**config.mk**
```make
export PLATFORM = sky130hd
export DESIGN_NAME = mem_port_arbiter
export DESIGN_NICKNAME = d
export VERILOG_FILES = /design/src/rtl/mem_port_arbiter.sv
export SDC_FILE = /design/constraint.sdc
export NUM_CORES = 1
export LEC_CHECK = 0
export ABC_AREA = 1
export CAP_MARGIN = 0
export CORE_UTILIZATION = 46
export CTS_BUF_LIST = sky130_fd_sc_hd__clkbuf_2 sky130_fd_sc_hd__clkbuf_4 sky130_fd_sc_hd__clkbuf_8
export DETAILED_ROUTE_END_ITERATION = 8
export GPL_ROUTABILITY_DRIVEN = 1
export PLACE_DENSITY = 0.95
export SLEW_MARGIN = 10
export SYNTH_ARGS = -nofsm -noshare
export SYNTH_HDL_FRONTEND = slang
export SYNTH_SLANG_ARGS = --single-unit
export TNS_END_PERCENT = 50
```
**constraint.sdc**
```tcl
create_clock -name clk -period 3 [get_ports clk]
set_clock_uncertainty 0.05 [all_clocks]
set_input_delay 0.45 -clock clk [delete_from_list [all_inputs] [get_ports clk]]
set_output_delay 0.45 -clock clk [all_outputs]
set_load 0.03 [all_outputs]
```
**src/rtl/mem_port_arbiter.sv**
```systemverilog
// Arbitrates one shared memory port between an instruction-fetch requester and a
// data load/store requester. Data wins in IDLE; grants alternate at completion.
module mem_port_arbiter #(
    parameter int unsigned WORD_SIZE   = 16,
    parameter int unsigned MEM_LATENCY = 2
) (
    input  logic                 clk,
    input  logic                 reset,

    input  logic                 i_req,
    input  logic [WORD_SIZE-1:0] i_addr,
    output logic [WORD_SIZE-1:0] i_data,
    output logic                 i_ready,

    input  logic                 d_read_req,
    input  logic                 d_write_req,
    input  logic [WORD_SIZE-1:0] d_addr,
    input  logic [WORD_SIZE-1:0] d_wdata,
    output logic [WORD_SIZE-1:0] d_rdata,
    output logic                 d_ready,

    output logic                 mem_read,
    output logic                 mem_write,
    output logic [WORD_SIZE-1:0] mem_addr,
    output logic [WORD_SIZE-1:0] mem_wdata,
    input  logic [WORD_SIZE-1:0] mem_rdata,

    output logic                 stall_i,
    output logic                 stall_d,
    output logic                 busy
);

    localparam int unsigned    CNT_W    = 4;
    localparam logic [CNT_W-1:0] CNT_LOAD = CNT_W'(MEM_LATENCY - 1);

    typedef enum logic [1:0] {
        IDLE     = 2'd0,
        I_ACCESS = 2'd1,
        D_ACCESS = 2'd2
    } state_t;

    state_t               state, state_nx;
    logic [CNT_W-1:0]     cnt, cnt_nx;
    logic                 store, store_nx;
    logic                 mem_read_nx, mem_write_nx;
    logic [WORD_SIZE-1:0] mem_addr_nx, mem_wdata_nx;
    logic [WORD_SIZE-1:0] i_data_nx, d_rdata_nx;
    logic                 i_ready_nx, d_ready_nx;

    logic                 d_any;
    logic                 i_elig, d_elig;
    logic                 grant_i, grant_d;

    // A requester still holding its request during its ready cycle is not a new request.
    assign d_any  = d_read_req || d_write_req;
    assign i_elig = i_req && !i_ready;
    assign d_elig = d_any && !d_ready;

    assign stall_i = i_req && !i_ready;
    assign stall_d = d_any && !d_ready;
    assign busy    = (state != IDLE);

    // State and datapath registers
    always_ff @(posedge clk) begin
        if (reset) begin
            state     <= IDLE;
            cnt       <= '0;
            store     <= 1'b0;
            mem_read  <= 1'b0;
            mem_write <= 1'b0;
            mem_addr  <= '0;
            mem_wdata <= '0;
            i_data    <= '0;
            d_rdata   <= '0;
            i_ready   <= 1'b0;
            d_ready   <= 1'b0;
        end else begin
            state     <= state_nx;
            cnt       <= cnt_nx;
            store     <= store_nx;
            mem_read  <= mem_read_nx;
            mem_write <= mem_write_nx;
            mem_addr  <= mem_addr_nx;
            mem_wdata <= mem_wdata_nx;
            i_data    <= i_data_nx;
            d_rdata   <= d_rdata_nx;
            i_ready   <= i_ready_nx;
            d_ready   <= d_ready_nx;
        end
    end

    // Next-state, grant and completion logic
    always_comb begin
        state_nx     = state;
        cnt_nx       = cnt;
        store_nx     = store;
        mem_read_nx  = mem_read;
        mem_write_nx = mem_write;
        mem_addr_nx  = mem_addr;
        mem_wdata_nx = mem_wdata;
        i_data_nx    = i_data;
        d_rdata_nx   = d_rdata;
        i_ready_nx   = 1'b0;
        d_ready_nx   = 1'b0;
        grant_i      = 1'b0;
        grant_d      = 1'b0;

        case (state)
            IDLE: begin
                if (d_elig) begin
                    grant_d = 1'b1;
                end else if (i_elig) begin
                    grant_i = 1'b1;
                end
            end
            I_ACCESS: begin
                if (cnt != '0) begin
                    cnt_nx = cnt - CNT_W'(1);
                end else begin
                    i_data_nx  = mem_rdata;
                    i_ready_nx = 1'b1;
                    if (d_elig) begin
                        grant_d = 1'b1;
                    end else begin
                        state_nx = IDLE;
                    end
                end
            end
            D_ACCESS: begin
                if (cnt != '0) begin
                    cnt_nx = cnt - CNT_W'(1);
                end else begin
                    if (!store) begin
                        d_rdata_nx = mem_rdata;
                    end
                    d_ready_nx = 1'b1;
                    if (i_elig) begin
                        grant_i = 1'b1;
                    end else begin
                        state_nx = IDLE;
                    end
                end
            end
            default: begin
                state_nx = IDLE;
            end
        endcase

        // A simultaneous read+write request is performed as a store.
        if (grant_d) begin
            state_nx     = D_ACCESS;
            cnt_nx       = CNT_LOAD;
            store_nx     = d_write_req;
            mem_addr_nx  = d_addr;
            mem_read_nx  = !d_write_req;
            mem_write_nx = d_write_req;
            if (d_write_req) begin
                mem_wdata_nx = d_wdata;
            end
        end else if (grant_i) begin
            state_nx     = I_ACCESS;
            cnt_nx       = CNT_LOAD;
            store_nx     = 1'b0;
            mem_addr_nx  = i_addr;
            mem_read_nx  = 1'b1;
            mem_write_nx = 1'b0;
        end else if (state_nx == IDLE) begin
            cnt_nx       = '0;
            store_nx     = 1'b0;
            mem_read_nx  = 1'b0;
            mem_write_nx = 1'b0;
        end
    end

endmodule
```
Word level (Yosys, flattened, before mapping). Cells that the tools add are included.

Add/sub/neg operators: 1. $mul: 0. Div/mod/pow operators: 0. $lt $le $gt $ge: 0. Equal/unequal tests: 2. Shift operators: 0. Muxes and demuxes: 27. Bitwise operators: 4. Reductions and logical operators: 24.

Operators with widths (number): $mux W16 (2); $mux W1 (16); $mux W2 (6); $reduce_bool A4 Y1 (3); $reduce_and A2 Y1 (4); $reduce_or A2 Y1 (4); $pmux W2 S3 (1); $logic_not A2 Y1 (2); $not A1 Y1 (4); $pmux W1 S2 (2); $reduce_bool A2 Y1 (2); $reduce_or A4 Y1 (1); $sub A4 B1 Y4 const B (1); $logic_not A1 Y1 (3); $reduce_and A3 Y1 (1); $reduce_bool A3 Y1 (1); $eq A2 B1 Y1 const B (1); $eq A2 B2 Y1 const B (1); $logic_and A1 B1 Y1 (2); $logic_or A1 B1 Y1 (1).

Register bits after elaboration: 74. Bits in latches: 0. RAM bits: 0. Bits in read-only memories: 0. Input port bits: 69. Word-level logic and storage cells: 70. Memories: 0.

Depth between registers and ports, before layout.
Depth after elaboration: 9. Mapped depth: 14. Depth with buffers taken out: 12.

Worst setup path before layout. Ideal clock, no wire load.

Path kind: reg2reg. Start point: register cnt[0]. End point: register mem_wdata[10]. Setup time: 136 ps. Arrival: 1523 ps. Data required time: 2814 ps. Setup slack: 1291 ps. Stages on the path, launching flop included: 15. Buffers on the path: 2. Clock period less this slack: 1709 ps. Cells stage by stage: dfxtp_1 > inv_1 > ha_1 > nand2_2 > nor2_4 > buf_6 > nand2_8 > nand2_2 > nand2_4 > inv_2 > nand2_4 > clkinv_4 > buf_6 > nand2_1 > a21oi_2.

Word-level cells in the longest chain between the ends: 4.

RTL lines: start: declaration (RTL line 43) `logic [CNT_W-1:0] cnt, cnt_nx;`; start signal: assignment (RTL line 79) `cnt <= cnt_nx;`; $reduce_bool A4 Y1 (RTL line 117) `if (cnt != '0) begin`; $mux W1 (RTL line 117); $pmux W1 S2 (RTL line 108) `case (state)`; $reduce_and A2 Y1 (no line); end signal: assignment (RTL line 84) `mem_wdata <= mem_wdata_nx;`; end: declaration (RTL line 25) `output logic [WORD_SIZE-1:0] mem_wdata,`.

No other way between the ends. A chain may end at the register's enable or synchronous reset.

Worst setup path in the final report.
Start point: input d_write_req. End point: output stall_d.

Word-level cells in the longest chain between the ends: 2.

RTL lines: start: declaration (RTL line 16) `input logic d_write_req,`; $logic_or A1 B1 Y1 (RTL line 55) `assign d_any = d_read_req || d_write_req;`; $logic_and A1 B1 Y1 (RTL line 60) `assign stall_d = d_any && !d_ready;`; end: declaration (RTL line 29) `output logic stall_d,`.

No other way between the ends.

==> results.cfg <==
[run_status]
status = complete, no violations

[layout]
multi_input_area_mm2 = 0.00128
seq_area_mm2 = 0.00148
drive_gt1_share_pct = 8.13
syn_to_final_growth_pct = 52.6
fillers = 477
nets = 599
layout_common_cells = clkdlybuf4s50_1, nand2_1, dfxtp_1
final_util_pct = 73.0
mostFrequentLayoutCell = clkdlybuf4s50_1
diodes = 0

[floorplan]
io_pins = 140
die_h_um = 83.5
fp-row-count = 29
die-area_mm2 = 0.00697
core-area_mm2 = 0.00639
die_w_um = 83.5
start_util_pct = 47.9

[logic_synthesis]
yosysTopAreaCell = dfxtp_1
synth_cells = 394
ys_seq_elements = 74
syn_area_mm2 = 0.00306
ys_seq_area_share_pct = 48.5
yosys_warnings = 0
synth_area_per_cell_um2 = 7.76
yosysUniqueCellTypes = 28
syn_nets = 469
netlist_top_cells_area = dfxtp_1, nand2_1, a21oi_1
yosysTopAreaCellShare_pct = 48.5

[timing]
fmax_mhz = 394
setup-violations-final = 0
period_share_pct = 84.6
slew_viol_final = 0
rsz0062_at_grt = false
finalHoldViolCount = 0
fin_crit_ns = 2.54
slew_headroom_pct = 58.4
setup_tns_ns = 0
worst_pin_slew_ns = 0.624

[setup_path]
r2r.worst_path.cells = 11
worst_ep_required_time_ns = 2.50
r2r_slack_ns = 0.89
crit_fanout = 3
crit_type = primary input to primary output
startpoint_type = primary input
critical_path.endpoint_type = primary output
crit_arrival_ns = 2.04

[clock_network]
cts_setup_buffers = 0
hold_buffers = 0
clock_tree.root_cell = clkbuf_8
insertion_delay_ns = 0.34
h-tree-depth = 3
cts-resized-gates = 0
clock_path_buffers = 2
path_clk_slew_ns = 0.08
cts_tree = done
clock_sinks = 74
cts_buffers = 9

[job]
max_cap_violations = 0

[hold_path]
hold_path_class = flop to flop
holdPathStages = 2

[power]
p_leak_nw = 1.78
power_density_mw_per_mm2 = 674
ir_drop_mv = 0.482

[drt]
first_pass_iters = 4
viasPerCell = 5.10
drtIter0Drc = 102
vias = 3089
antenna_left = 0
wirelength_um = 8360
drcViolationCount = 0
post_drt_wl_per_cell_um = 13.8

[placement]
dp_hpwl_um = 6050
gp_congestion = 0.813
io_buffers = 139

[global_routing]
grt_start_max_net_pins = 56
grt_overflow = 0
grtUsageTotal_pct = 24.1
grt_first_pass_wirelength_um = 13500
antenna_found_initial = 0
grt_pass1_vias = 2964
worst paths after layout:
check,from,end
max,d_write_req,stall_d
min,d_rdata[11]$_SDFFE_PP0P_,d_rdata[11]$_SDFFE_PP0P_
max reg2reg,cnt[0]$_SDFFE_PP0P_,mem_addr[4]$_SDFFE_PP0P_
min reg2reg,d_rdata[11]$_SDFFE_PP0P_,d_rdata[11]$_SDFFE_PP0P_
registers in the layout, indices dropped and copies added, names as in the netlist:
name       flops
cnt            4
d_rdata       16
d_ready        1
i_data        16
i_ready        1
mem_addr      16
mem_read       1
mem_wdata     16
state          2
store          1
cells in the mapped netlist, drive strengths merged:
cell type	count
clkinv	1
inv	45
or2	2
dfxtp	74
buf	10
a31oi	1
ha	6
clkbuf	13
nand3	23
o21ai	49
a211oi	1
xor2	1
nand2	88
o21bai	1
a21oi	68
nor2	10
nand4	1
layer usage:
layer | vias up | wire length, um | GRT usage, %
li1 | 1536 | - | -
met1 | 1402 | 3440 | 28.2
met2 | 135 | 4100 | 42.5
met3 | 16 | 658 | 5.54
met4 | 0 | 169 | 9.71
met5 | - | 0 | 0
area by class of cell:
class | count | area share (%)
multi-input combinational | 251 | 27.4
timing repair buffer | 142 | 30.2
clock inverter | 4 | 1.21
clock buffer | 12 | 3.54
tap | 77 | 2.07
inverter | 46 | 3.86
sequential | 74 | 31.8
power breakdown:
part / switching [mW] / internal [mW] / leakage [nW]
logic: 0.683 / 0.445 / 1.06
clock network: 0.365 / 0.460 / 0.114
registers: 0.0717 / 1.12 / 0.606
worst max-delay path, cell delays in order:
cell and delay (ns):
clkdlybuf4s50_1 0.58, o21bai_1 0.13, inv_1 0.18, clkdlybuf4s50_1 0.70
stage by stage:
step,cells,worst slack (ns),hold slack [ns],power [mW],area [um^2]
floorplan,394,1.29,0.389,1.91,3060
global placement,590,0.515,0.382,2.30,4440
detailed placement,590,0.487,0.392,2.34,4440
CTS,606,0.476,0.404,3.17,4660
global route,606,0.449,0.422,3.31,4660
finish,606,0.461,0.401,3.14,4660
cell families after synthesis:
kind of cell	synth area share [%]
compound gates	21.1
xor+xnor	0.287
fa+ha+maj	2.46
buf+inv	9.78
flops	48.5
simple gates	17.9
No activity file was read; power rests on OpenSTA's default activity.
